`src/rtl/lfsr_checker_sat_counter.sv`:
```
// Saturating up-counter with synchronous clear, used for the bit and error tallies.
module sat_counter #(
    parameter int CNT_W = 16
) (
    input  logic             clk,
    input  logic             reset,
    input  logic             clr,
    input  logic             inc,
    output logic [CNT_W-1:0] count
);

    logic [CNT_W-1:0] count_q;
    logic [CNT_W-1:0] count_d;

    // Clear beats increment; once all ones the count sticks.
    always_comb begin
        count_d = count_q;
        if (clr) begin
            count_d = '0;
        end else if (inc && (count_q != '1)) begin
            count_d = count_q + 1'b1;
        end
    end

    always_ff @(posedge clk) begin
        if (reset) begin
            count_q <= '0;
        end else begin
            count_q <= count_d;
        end
    end

    assign count = count_q;

endmodule

```
`config.mk`:
```
export PLATFORM = sky130hd
export DESIGN_NAME = sat_counter
export DESIGN_NICKNAME = d
export VERILOG_FILES = /design/src/rtl/lfsr_checker_sat_counter.sv
export SDC_FILE = /design/constraint.sdc
export NUM_CORES = 1
export LEC_CHECK = 0
export BUFFER_PORTS_ARGS = -buffer_cell sky130_fd_sc_hd__buf_4
export CAP_MARGIN = 20
export CORE_MARGIN = 3
export CORE_UTILIZATION = 55
export CTS_CLUSTER_DIAMETER = 40
export DETAILED_ROUTE_END_ITERATION = 10
export PLACE_DENSITY = 0.82
export SETUP_SLACK_MARGIN = 0.2
export SLEW_MARGIN = 20
export SYNTH_ARGS = -nofsm -noshare
export SYNTH_HDL_FRONTEND = slang
export SYNTH_SLANG_ARGS = --single-unit
```
`constraint.sdc`:
```
create_clock -name clk -period 3.6 [get_ports clk]
set_clock_uncertainty 0.15 [all_clocks]
set_input_delay 0.72 -clock clk [delete_from_list [all_inputs] [get_ports clk]]
set_output_delay 0.72 -clock clk [all_outputs]
set_load 0.05 [all_outputs]
```
* Word level (Yosys, flattened, before mapping)
Index checks and enable logic that the tools add are counted.
** Word-level totals
- Output and inout bits :: 16
- Register bits :: 16
- Input port bits :: 4
- Logic and storage cells :: 5
** Cells by class
- Eq/ne operators :: 1
- Add/sub/neg operators :: 1
- Reductions and logical operators :: 2
** Operators by type and width (count)
- adder 16 x 1 -> 16 bit (second input constant) :: 1
- != test 16 bit (second input constant) :: 1
- OR reduction 2 bit :: 1
- logical AND 1 bit :: 1

* Depth between registers and ports, before layout
- Depth in word-level cells :: 2
- Gate-level depth with buffers :: 6
- Mapped depth without buffers :: 5

* Worst setup path after synthesis
No wires, ideal clock.
- Path type :: reg2reg
- Start point :: register count_q[0], in the netlist count[0]
- End point :: register count_q[12], in the netlist count[12]
- Data required time :: 3359 ps
- Arrival :: 1750 ps
- Setup time :: 91 ps
- Clock period less this slack :: 1991 ps
- Cell stages (with the launch flop) :: 7
- Buffers on the path :: 1
- Setup slack :: 1609 ps
- Path through :: dfxtp_1 ha_1 and4_4 and3_1 buf_4 a31oi_1 a311oi_1
** Between the ends
- Cells in the longest elaborated chain, start to end :: 2
- Elaborated cells between the ends (all ways) :: 3
- Classes of those cells :: add/sub (1); eq/ne (1); reduce/logical (1)
** Ends and longest elaborated chain
- start, declared :: RTL line 12 : logic [CNT_W-1:0] count_q;
- start signal, assigned :: RTL line 29 : count_q <= count_d;
- parallel branches: the longest is 2 deep, another holds adder 16 x 1 -> 16 bit
Several ways; the timed one is not identified.
A chain may end at the register's enable or synchronous reset.

* Final worst setup path
- Start point :: register count_q[13], in the netlist count[13]
- End point :: output count[13]
** RTL lines
- end, declared :: RTL line 9 : output logic [CNT_W-1:0] count
No word-level cell between the ends.

==> results.md <==
- Outcome: finished clean
- First-pass DRT Iterations: 4
- Slowest stage cell on the critical path: dfxtp_1
- Antenna-violating nets left: 0
- Root Driver: clkbuf_4
- Area Growth Syn to Fin: 17.1%
- Worst hold stages: 2
- Post-DP HPWL: 1420 µm
- N_diodes: 0
- CP delay by family, top: flip-flops
- Startpoint types: register
- Fmax: approximately 530 MHz
- PostCTS Resize Cnt: 0
- Post-synth ARST share: 0%
- Peak supply drop: 305 µV
- CP Capture Type: primary output
- Max-slew violation count: 0
- Power share of the sequential group: 56.8%
- Hold Vio Cnt, Final: 0
- Final WL: between 1500 and 2000 µm
- Core area: ~1500 µm²
- Hold worst-path end: count[3]
- RSZ-0062 raised after global routing: no
- Max FFs per register: 16
- CP Cell Sequence: buf_4
- Die width: approximately 47 µm
- Seq cells post-synth: 16
- Gp weighted congestion: between 0.8 and 0.9
- Sw Share: between 20% and 30%
- Net count reported at finish: 126
- Synth Instances: slightly above 100
- Clock Latency Late Sink: 0.28 ns
- Die area: 2190 µm²
- Synth warn: 0
- Initial antenna violation count: 0
- Grt ovf: 0
- CP max FO: 7
- CP required: 2.73 ns
- EDFF count, synth: 0
- Period utilization: 52.5%
- Post-CTS Setup Bufs: 0
- Max H-tree Level: 1
- Seq/Total Area, Yosys: about a third
- WS Path Type: register to primary output
- Synthesized area: 917 µm²
- Syn_nets: between 100 and 150
- Layout fillers: 134
- Port Buffers: 19
- Maximum clock path buffer count: 2
- Final setup vio count: 0
- First-pass GRT wire length: 3190 µm
- Setup TNS: 0 ns
- Largest net degree at the start of global routing: 13
- Via count of the first global-routing pass: about 670
- Clock power frac: 37.8%
- DR iter-0 viols: 15
- Drt via density: 6.11
- Comb power frac: 5.4%
- Critical path arrival: 1.02 ns
- Internal reg-to-reg setup slack: 1.74 ns
- Max_slew headroom: 53.3%
- Pleak: between 0.0004 and 0.0005 µW
- MaxCap Viol Count: 0
- Core Rows: 14
- Post-DR wirelength/cell: 14.6 µm
- Main synth FF type: dfxtp_1
- Sw power: about 69 µW
- Period minus WS final: around 1.9 ns
- CTS clock-pin slew for the worst setup and hold paths: around 0.10 ns
- Vias: slightly above 800
- # DRC: 0
- Critical R2R Capture: count[1]
- Power density cells: 293 nW/µm²
- Tot GR Track Use: 20.4%
- Hold Crit Start: count[3]
- TritonCTS buffer count: 3
- Die Y: 46.8 µm
- Syn avg cell area: 8.99 µm²
- Worst Reg-to-Reg Cells: 4
- Post-CTS Hold Fix Bufs: 0
- Slew @ Worst Pin: 0.697 ns
- Yosys cell types: 36
- Worst r2r src: count[13]
- Internal power: 246 µW
- CP peak stage delay: 0.48 ns
- # IOs: 20
- Worst hold-check path type: register to register
- CTS sink count: 16
- Layout cells sized above 1: 29.2%
- Crit path buf inv count: 1
- Starting Density: 59.5%
- Minimum hold slack: 0.362 ns
- CTS tree: built
## per-layer routing
layer	GRT usage, %	vias to the layer above	wire length (µm)
met3	3.45	4	95
met1	29.6	378	970
met2	30.6	20	894
li1	-	429	-
met4	6.63	0	21
met5	0	-	0
## synth_stat cells (3+ instances only)
| cell type | count | area share (%) |
|---|---|---|
| nand4_1 | 3 | 2.0 |
| mux2i_1 | 6 | 6.5 |
| o21ai_0 | 4 | 2.2 |
| nand3_1 | 5 | 2.7 |
| nand2_1 | 13 | 5.3 |
| dfxtp_1 | 16 | 35 |
| a21oi_1 | 6 | 3.3 |
| a211oi_1 | 3 | 2.5 |
| or3_2 | 3 | 2.5 |
| a31oi_1 | 4 | 2.7 |
| or3_1 | 4 | 2.7 |
| and3_1 | 3 | 2.0 |
## worst register-to-register path: stages, from the launching register on
cell and delay (ns):
dfxtp_1 0.48, nand4_4 0.19, nor3_4 0.49, a21boi_0 0.27, mux2i_1 0.17
## worst max-delay path by stage
stage | start | cells past startpoint | end | slack, ns
finish | count[13] | 1 | count[13] | 1.71
floorplan | count[0] | 6 | count[12] | 1.61
CTS | count[13] | 1 | count[13] | 1.70
detailed placement | clr | 4 | count[4] | 1.59
global placement | inc | 5 | count[15] | 1.63
global route | count[13] | 4 | count[1] | 1.61
## cells by family (layout without fill, tap and decap cells)
kind of cell	count (synthesis)	count (layout)	synth area share, %
adder cells (fa/ha/maj)	1	1	1.36
multiplexers	6	6	6.55
AND/OR/NAND/NOR	46	46	31.5
flip-flops	16	16	34.9
buffers and inverters	6	24	5.05
AO/OA/AOI/OAI	27	27	20.6
## stage by stage
stage	cells	area [µm²]	utilization [%]	setup slack (ns)	power, µW
3_5_place_dp	132	1040	67.3	1.59	200
3_3_place_gp	132	1040	67.3	1.63	199
2_1_floorplan	102	917	-	1.61	193
5_1_grt	136	1070	69.6	1.61	326
6_report	136	1070	69.6	1.71	315
4_1_cts	136	1070	69.6	1.70	317
## cells in the final DEF (no fill, tap or decap), types with 2 or more instances in the layout
| master | netlist | final |
|---|---|---|
| o21ai_0 | 4 | 4 |
| nor2_1 | 2 | 2 |
| clkbuf_4 | 0 | 3 |
| nand3_1 | 5 | 5 |
| mux2i_1 | 6 | 6 |
| and3_1 | 3 | 3 |
| buf_4 | 1 | 19 |
| a31oi_1 | 4 | 4 |
| or3_2 | 3 | 3 |
| nor3_1 | 2 | 2 |
| a21oi_1 | 6 | 6 |
| o21ai_1 | 2 | 2 |
| and2_1 | 2 | 2 |
| a2111o_1 | 2 | 2 |
| a211oi_1 | 3 | 3 |
| and2_2 | 2 | 2 |
| nand4_1 | 3 | 3 |
| or3_1 | 4 | 4 |
| and3_4 | 2 | 2 |
| dfxtp_1 | 16 | 16 |
| nand2_1 | 13 | 13 |
## power groups by stage
| stage | sequential [µW] | clock (µW) | combinational, µW |
|---|---|---|---|
| 2_1_floorplan | 185 | 0 | 7.89 |
| 3_3_place_gp | 183 | 0 | 16.5 |
| 3_5_place_dp | 183 | 0 | 16.9 |
| 4_1_cts | 179 | 121 | 17.0 |
| 5_1_grt | 179 | 129 | 18.4 |
| 6_report | 179 | 119 | 16.9 |
## area by class of cell
type | count | area (µm²) | share of cell area [%]
multi-input combinational | 80 | 551 | 51.3
sequential | 16 | 320 | 29.8
timing repair buffer | 19 | 143 | 13.3
clock buffer | 4 | 36.3 | 3.38
tap | 16 | 20.0 | 1.86
inverter | 1 | 3.75 | 0.350
No activity file was read; power rests on OpenSTA's default activity.
